===== src/rtl/sccb_sender_if.sv =====
// Request handshake and SCCB bus signals between the config sequencer and sccb_sender.
// The sender is the slave; the sequencer (or bench) uses the master view.
interface sccb_sender_if;
    logic       data_vld;
    logic [7:0] addr;
    logic [7:0] value;
    logic       SCCB_done;
    logic       busy;
    logic       sio_c;
    logic       sio_d_out;
    logic       sio_d_oe;

    modport master (
        output data_vld, addr, value,
        input  SCCB_done, busy, sio_c, sio_d_out, sio_d_oe
    );

    modport slave (
        input  data_vld, addr, value,
        output SCCB_done, busy, sio_c, sio_d_out, sio_d_oe
    );
endinterface


===== src/rtl/sccb_sender.sv =====
// SCCB 3-phase write sender: ID/addr/value frame with start and stop conditions,
// one transaction per data_vld, power-up wait with a kick-off SCCB_done pulse.
module sccb_sender #(
    parameter int unsigned QTR       = 63,
    parameter int unsigned INIT_WAIT = 25000,
    parameter logic [7:0]  DEV_ID    = 8'h42
) (
    input logic          clk,
    input logic          rst_n,
    sccb_sender_if.slave bus
);

    localparam int unsigned QW = (QTR > 1) ? $clog2(QTR) : 1;
    localparam int unsigned WW = (INIT_WAIT > 1) ? $clog2(INIT_WAIT + 1) : 1;

    typedef enum logic [2:0] {INIT, IDLE, CAPT, START, BITS, STOP} state_t;

    state_t          state, n_state;
    logic [QW-1:0]   qcnt, n_qcnt;
    logic [1:0]      phase, n_phase;
    logic [4:0]      bit_idx, n_bit;
    logic [26:0]     frame, n_frame;
    logic [WW-1:0]   wait_cnt, n_wait;
    logic            n_done, n_busy;
    logic            n_c, n_d, n_oe;
    logic            q_end, bit_end;
    logic [4:0]      n_pos;

    // Next-state decode; bus levels are derived from the next state so the
    // registered outputs line up with the state they describe.
    always_comb begin
        n_state = state;
        n_qcnt  = qcnt;
        n_phase = phase;
        n_bit   = bit_idx;
        n_frame = frame;
        n_wait  = wait_cnt;
        n_done  = 1'b0;
        n_busy  = bus.busy;
        q_end   = (qcnt == QW'(QTR - 1));
        bit_end = q_end && (phase == 2'd3);

        if (q_end) begin
            n_qcnt  = '0;
            n_phase = phase + 1'b1;
        end else begin
            n_qcnt  = qcnt + 1'b1;
        end

        case (state)
            INIT: begin
                if (wait_cnt == WW'(INIT_WAIT - 1)) begin
                    n_state = IDLE;
                    n_done  = 1'b1;
                    n_wait  = '0;
                end else begin
                    n_wait  = wait_cnt + 1'b1;
                end
            end
            IDLE: begin
                if (bus.data_vld) begin
                    n_state = CAPT;
                    n_busy  = 1'b1;
                end
            end
            CAPT: begin
                n_frame = {DEV_ID, 1'b1, bus.addr, 1'b1, bus.value, 1'b1};
                n_state = START;
            end
            START: begin
                if (bit_end) begin
                    n_state = BITS;
                    n_bit   = '0;
                end
            end
            BITS: begin
                if (bit_end) begin
                    if (bit_idx == 5'd26) n_state = STOP;
                    else                  n_bit   = bit_idx + 1'b1;
                end
            end
            STOP: begin
                if (bit_end) begin
                    n_state = IDLE;
                    n_done  = 1'b1;
                    n_busy  = 1'b0;
                end
            end
            default: n_state = INIT;
        endcase

        if (n_state != state) begin
            n_qcnt  = '0;
            n_phase = '0;
        end

        n_pos = 5'd26 - n_bit;
        n_c   = 1'b1;
        n_d   = 1'b1;
        n_oe  = 1'b1;
        case (n_state)
            START: begin
                n_c = (n_phase != 2'd3);
                n_d = (n_phase == 2'd0);
            end
            BITS: begin
                n_c  = (n_phase == 2'd1) || (n_phase == 2'd2);
                n_d  = n_frame[n_pos];
                n_oe = !((n_bit == 5'd8) || (n_bit == 5'd17) || (n_bit == 5'd26));
            end
            STOP: begin
                n_c = (n_phase != 2'd0);
                n_d = n_phase[1];
            end
            default: ;
        endcase
    end

    always_ff @(posedge clk or negedge rst_n) begin
        if (!rst_n) begin
            state         <= INIT;
            qcnt          <= '0;
            phase         <= '0;
            bit_idx       <= '0;
            frame         <= '0;
            wait_cnt      <= '0;
            bus.SCCB_done <= 1'b0;
            bus.busy      <= 1'b0;
            bus.sio_c     <= 1'b1;
            bus.sio_d_out <= 1'b1;
            bus.sio_d_oe  <= 1'b1;
        end else begin
            state         <= n_state;
            qcnt          <= n_qcnt;
            phase         <= n_phase;
            bit_idx       <= n_bit;
            frame         <= n_frame;
            wait_cnt      <= n_wait;
            bus.SCCB_done <= n_done;
            bus.busy      <= n_busy;
            bus.sio_c     <= n_c;
            bus.sio_d_out <= n_d;
            bus.sio_d_oe  <= n_oe;
        end
    end

endmodule


===== src/flat_wrapper.sv =====
// flat-port wrapper written by rule: the top's interface ports become plain ports
module sccb_sender_flat 
#(
    parameter int unsigned QTR       = 63,
    parameter int unsigned INIT_WAIT = 25000,
    parameter logic [7:0]  DEV_ID    = 8'h42
)
  (clk, rst_n, bus_data_vld, bus_addr, bus_value, bus_SCCB_done, bus_busy, bus_sio_c, bus_sio_d_out, bus_sio_d_oe);
  sccb_sender_if bus_i ();
  input logic clk;
  input logic rst_n;
  input wire logic [$bits(bus_i.data_vld)-1:0] bus_data_vld;
  input wire logic [$bits(bus_i.addr)-1:0] bus_addr;
  input wire logic [$bits(bus_i.value)-1:0] bus_value;
  output wire logic [$bits(bus_i.SCCB_done)-1:0] bus_SCCB_done;
  output wire logic [$bits(bus_i.busy)-1:0] bus_busy;
  output wire logic [$bits(bus_i.sio_c)-1:0] bus_sio_c;
  output wire logic [$bits(bus_i.sio_d_out)-1:0] bus_sio_d_out;
  output wire logic [$bits(bus_i.sio_d_oe)-1:0] bus_sio_d_oe;
  assign bus_i.data_vld = bus_data_vld;
  assign bus_i.addr = bus_addr;
  assign bus_i.value = bus_value;
  assign bus_SCCB_done = bus_i.SCCB_done;
  assign bus_busy = bus_i.busy;
  assign bus_sio_c = bus_i.sio_c;
  assign bus_sio_d_out = bus_i.sio_d_out;
  assign bus_sio_d_oe = bus_i.sio_d_oe;
  sccb_sender #(.QTR(QTR), .INIT_WAIT(INIT_WAIT), .DEV_ID(DEV_ID)) u_core (.clk(clk), .rst_n(rst_n), .bus(bus_i));
endmodule

===== config.mk =====
export PLATFORM = sky130hd
export DESIGN_NAME = sccb_sender_flat
export DESIGN_NICKNAME = d
export VERILOG_FILES = /design/src/rtl/sccb_sender_if.sv /design/src/rtl/sccb_sender.sv /design/src/flat_wrapper.sv
export SDC_FILE = /design/constraint.sdc
export NUM_CORES = 1
export LEC_CHECK = 0
export ABC_AREA = 1
export BUFFER_PORTS_ARGS = -buffer_cell sky130_fd_sc_hd__buf_2
export CAP_MARGIN = 40
export CORE_MARGIN = 2
export CORE_UTILIZATION = 55
export DETAILED_ROUTE_END_ITERATION = 8
export HOLD_SLACK_MARGIN = 0.15
export PLACE_DENSITY = 0.74
export SLEW_MARGIN = 20
export SYNTH_ARGS = -nofsm -noshare
export SYNTH_HDL_FRONTEND = slang
export SYNTH_SLANG_ARGS = --single-unit

===== constraint.sdc =====
create_clock -name clk -period 7.8 [get_ports clk]
set_input_delay 1.56 -clock clk [delete_from_list [all_inputs] [get_ports clk]]
set_output_delay 1.56 -clock clk [all_outputs]
set_load 0.02 [all_outputs]

==> flow_summary.json <==
{
  "status": "finished, final reports clean",
  "drive_gt1_share_pct": 14.32,
  "cellPowerDensity_nw_per_um2": 174.7,
  "num_io_pins": 24,
  "hold_class": "reg -> reg",
  "peakVddDrop_v": 0.0001247,
  "clock_power_share_pct": 50.6,
  "drt_first_iter_violations": 188,
  "h-tree-depth": 3,
  "clock-root-buffer": "sky130_fd_sc_hd__clkbuf_8",
  "global_routing_usage_summed_across_all_routing_layers_pct": 21.56,
  "max_clock_skew_ps": 7.979,
  "grt_pass1_vias": 2761,
  "lkg_pwr_nw": 2.040,
  "finalNetCount": 501,
  "cts_repair_resize_count": 0,
  "slew_headroom_pct": 60.91,
  "design_area_um2": 3920,
  "globalplace.congestion": 0.9053,
  "setup_viol_count_final": 0,
  "ys_seq_elements": 63,
  "detailedRoute.firstPassIterationCount": 4,
  "clock-sinks": 63,
  "die_area_um2": 6969,
  "antenna-diode-count": 0,
  "critPathCaptureType": "flop",
  "ffs_w_async_s_r_synth_pct": 100.0,
  "setup_tns_ps": 0,
  "yosys-top-cells-count": "sky130_fd_sc_hd__nand2_1 (127), sky130_fd_sc_hd__nand3_1 (64), sky130_fd_sc_hd__dfrtp_1 (60)",
  "power.sequential.fraction_pct": 47.7,
  "cts-root-to-sink-buffers": 2,
  "worst_pin_slew_ps": 581.5,
  "routedWlPerCell_um": 12.95,
  "dp_worst_setup_slack_ps": 4601,
  "place.port_buffers": 23,
  "overflow": 0,
  "core_area_um2": 6026,
  "power.internal_mw": 0.5442,
  "power.share.combinational_pct": 1.7,
  "syn2layout_area_growth_pct": 12.82,
  "synth_warnings": 0,
  "synth_enable_flop_cells": 0,
  "grt_start_max_net_pins": 64,
  "clkLatencyLatePin_ps": 340,
  "rsz0062_at_grt": "no",
  "fp-row-count": 28,
  "wirelength_mm": 7.120,
  "max-cap-violations": 0,
  "ys_dominant_reg_cell": "sky130_fd_sc_hd__dfrtp_1",
  "dp_wirelength_mm": 4.962,
  "synth_top_cell_area_share_pct": 43.21,
  "syn-instance-count": 440,
  "postCtsSetupRepairBufs": 0,
  "route.detailed.vias_per_inst": 5.260,
  "worst-path-max-fanout": 18,
  "start_util_pct": 57.66,
  "setup.worst_path.start_class": "flop",
  "post-synth-top-count-cell": "sky130_fd_sc_hd__nand2_1",
  "crit_path_time_final_ps": 3027,
  "whs_ps": 460.2,
  "chipWidth_um": 83.48,
  "grt_antenna_before_repair": 0,
  "sw_frac_of_total_pct": 20.54,
  "synthesis.nets": 471,
  "fmax_ghz": 0.3304,
  "drc": 0,
  "setup_slack_ps": 4773,
  "chipHeight_um": 83.48,
  "synthTopCellsByArea": "sky130_fd_sc_hd__dfrtp_1 (43%), sky130_fd_sc_hd__nand2_1 (14%), sky130_fd_sc_hd__nand3_1 (9.2%)",
  "final-hold-violation-count": 0,
  "tritoncts_clock_tree": "yes",
  "finish.utilization_pct": 65.05,
  "ys_seq_area_share_pct": 45.48,
  "timing.final.crit_share_pct": 38.81,
  "placement.cell_area_um2": 3656,
  "final_max_slew_viol_count": 0,
  "clock_pin_slew_reported_for_the_worst_setup_and_hold_paths_after_clock_tree_synthesis_ps": 70,
  "via_count": 2893,
  "worst_ep_required_time_ps": 8080,
  "syn_area_um2": 3475,
  "yosys.cell_types.count": 42,
  "tritoncts.num_buffers": 9,
  "worstPathArrival_ps": 3310,
  "synth_top_cell_by_area": "sky130_fd_sc_hd__dfrtp_1",
  "cts_hold_repair_buffers": 0,
  "syn-mean-instance-area_um2": 7.897,
  "drtAntennaViolNets": 0,
  "timing.setup.critical_path_class": "reg -> reg",
  "switching_power_mw": 0.1406,
  "grt_pass1_wl_mm": 12.30
}
==> final timing paths <==
| kind | startpoint | to | slack (ps) | depth (start not counted) |
|---|---|---|---|---|
| worst max-delay path | u_core.qcnt[0]$_DFF_PN0_ | u_core.bus.sio_d_out$_DFF_PN1_ | 4770 | 15 |
| worst min-delay path | u_core.frame[25]$_DFF_PN0_ | u_core.frame[25]$_DFF_PN0_ | 460 | 1 |
| worst max register to register | u_core.qcnt[0]$_DFF_PN0_ | u_core.bus.sio_d_out$_DFF_PN1_ | 4770 | 15 |
| worst min register to register | u_core.frame[25]$_DFF_PN0_ | u_core.frame[25]$_DFF_PN0_ | 460 | 1 |
| max in group asynchronous | rst_n | u_core.bus.sio_d_out$_DFF_PN1_ | 6040 | 3 |
| min in group asynchronous | rst_n | u_core.wait_cnt[4]$_DFFE_PN0P_ | 1200 | 2 |
==> sequential cells by signal, summed over array words and instances (netlist names) <==
signal                flops
u_core.phase              2
u_core.frame             27
u_core.bus.sio_d_oe       1
u_core.qcnt               6
u_core.state              3
u_core.wait_cnt          15
u_core.bus.sio_c          1
u_core.bus.SCCB_done      1
u_core.bit_idx            5
u_core.bus.busy           1
u_core.bus.sio_d_out      1
==> layout by cell type (no fill, tap or decap), types with 3 or more instances in the layout <==
| cell type | instances |
|---|---|
| sky130_fd_sc_hd__nand2_1 | 127 |
| sky130_fd_sc_hd__nand3_1 | 64 |
| sky130_fd_sc_hd__dfrtp_1 | 60 |
| sky130_fd_sc_hd__inv_1 | 59 |
| sky130_fd_sc_hd__nor2_1 | 29 |
| sky130_fd_sc_hd__buf_2 | 23 |
| sky130_fd_sc_hd__ha_1 | 12 |
| sky130_fd_sc_hd__nand4_1 | 9 |
| sky130_fd_sc_hd__xor2_1 | 9 |
| sky130_fd_sc_hd__clkbuf_8 | 9 |
| sky130_fd_sc_hd__o21ai_0 | 8 |
| sky130_fd_sc_hd__a21oi_1 | 5 |
| sky130_fd_sc_hd__nor3_1 | 5 |
| sky130_fd_sc_hd__or2_2 | 4 |
| sky130_fd_sc_hd__nand2_2 | 3 |
| sky130_fd_sc_hd__xnor2_1 | 3 |
| sky130_fd_sc_hd__bufinv_16 | 3 |
| sky130_fd_sc_hd__dfstp_2 | 3 |
==> per-layer routing <==
layer	vias up	GRT usage [%]	wire, µm
li1	1481	-	-
met1	1318	30.43	3537
met2	81	32.04	3077
met3	13	5.143	368
met4	0	8.798	137
met5	-	0	0
==> stage by stage <==
stage                     cells  total power, mW
after detailed placement    533           0.3439
final                       550           0.6849
after global placement      533           0.3438
after floorplan             440           0.3329
after CTS                   549           0.6879
after global routing        550           0.7058
==> power groups by stage <==
stage	registers (mW)	clock network (mW)	logic, mW
final	0.327	0.346	0.0119
after detailed placement	0.333	0	0.0111
after global placement	0.333	0	0.0110
after CTS	0.327	0.350	0.0112
after global routing	0.326	0.365	0.0141
after floorplan	0.333	0	0.00000137
==> critical path, cell delays in order (launching register included) <==
cell,delay [ps]
sky130_fd_sc_hd__dfrtp_1,410
sky130_fd_sc_hd__inv_1,70
sky130_fd_sc_hd__ha_1,160
sky130_fd_sc_hd__nand3_2,140
sky130_fd_sc_hd__nor3_4,390
sky130_fd_sc_hd__nand3_4,280
sky130_fd_sc_hd__nand2_4,260
sky130_fd_sc_hd__inv_1,110
sky130_fd_sc_hd__ha_1,390
sky130_fd_sc_hd__inv_1,210
sky130_fd_sc_hd__nand2_1,80
sky130_fd_sc_hd__o21ai_1,120
sky130_fd_sc_hd__nand3_1,80
sky130_fd_sc_hd__nand3_1,100
sky130_fd_sc_hd__nand3_1,100
sky130_fd_sc_hd__nand2_1,90
==> logic make-up (layout without fill, tap and decap cells) <==
logic type      Yosys count  in the layout  synth area share, %
flops                    63             63                45.48
fa+ha+maj                12             12                4.321
compound gates           24             24                4.141
buf+inv                  68            103                7.814
simple gates            260            260                34.89
mux                       1              1               0.3241
xor+xnor                 12             12                3.025
==> cell type report <==
| class | instances | area (µm²) |
|---|---|---|
| timing repair buffer | 26 | 150.1 |
| multi-input combinational | 309 | 1623 |
| fill | 520 | 2106 |
| tap | 75 | 93.84 |
| inverter | 61 | 229.0 |
| sequential | 63 | 1580 |
| clock buffer | 9 | 123.9 |
| clock inverter | 7 | 120.1 |
No activity file was read; power rests on OpenSTA's default activity.
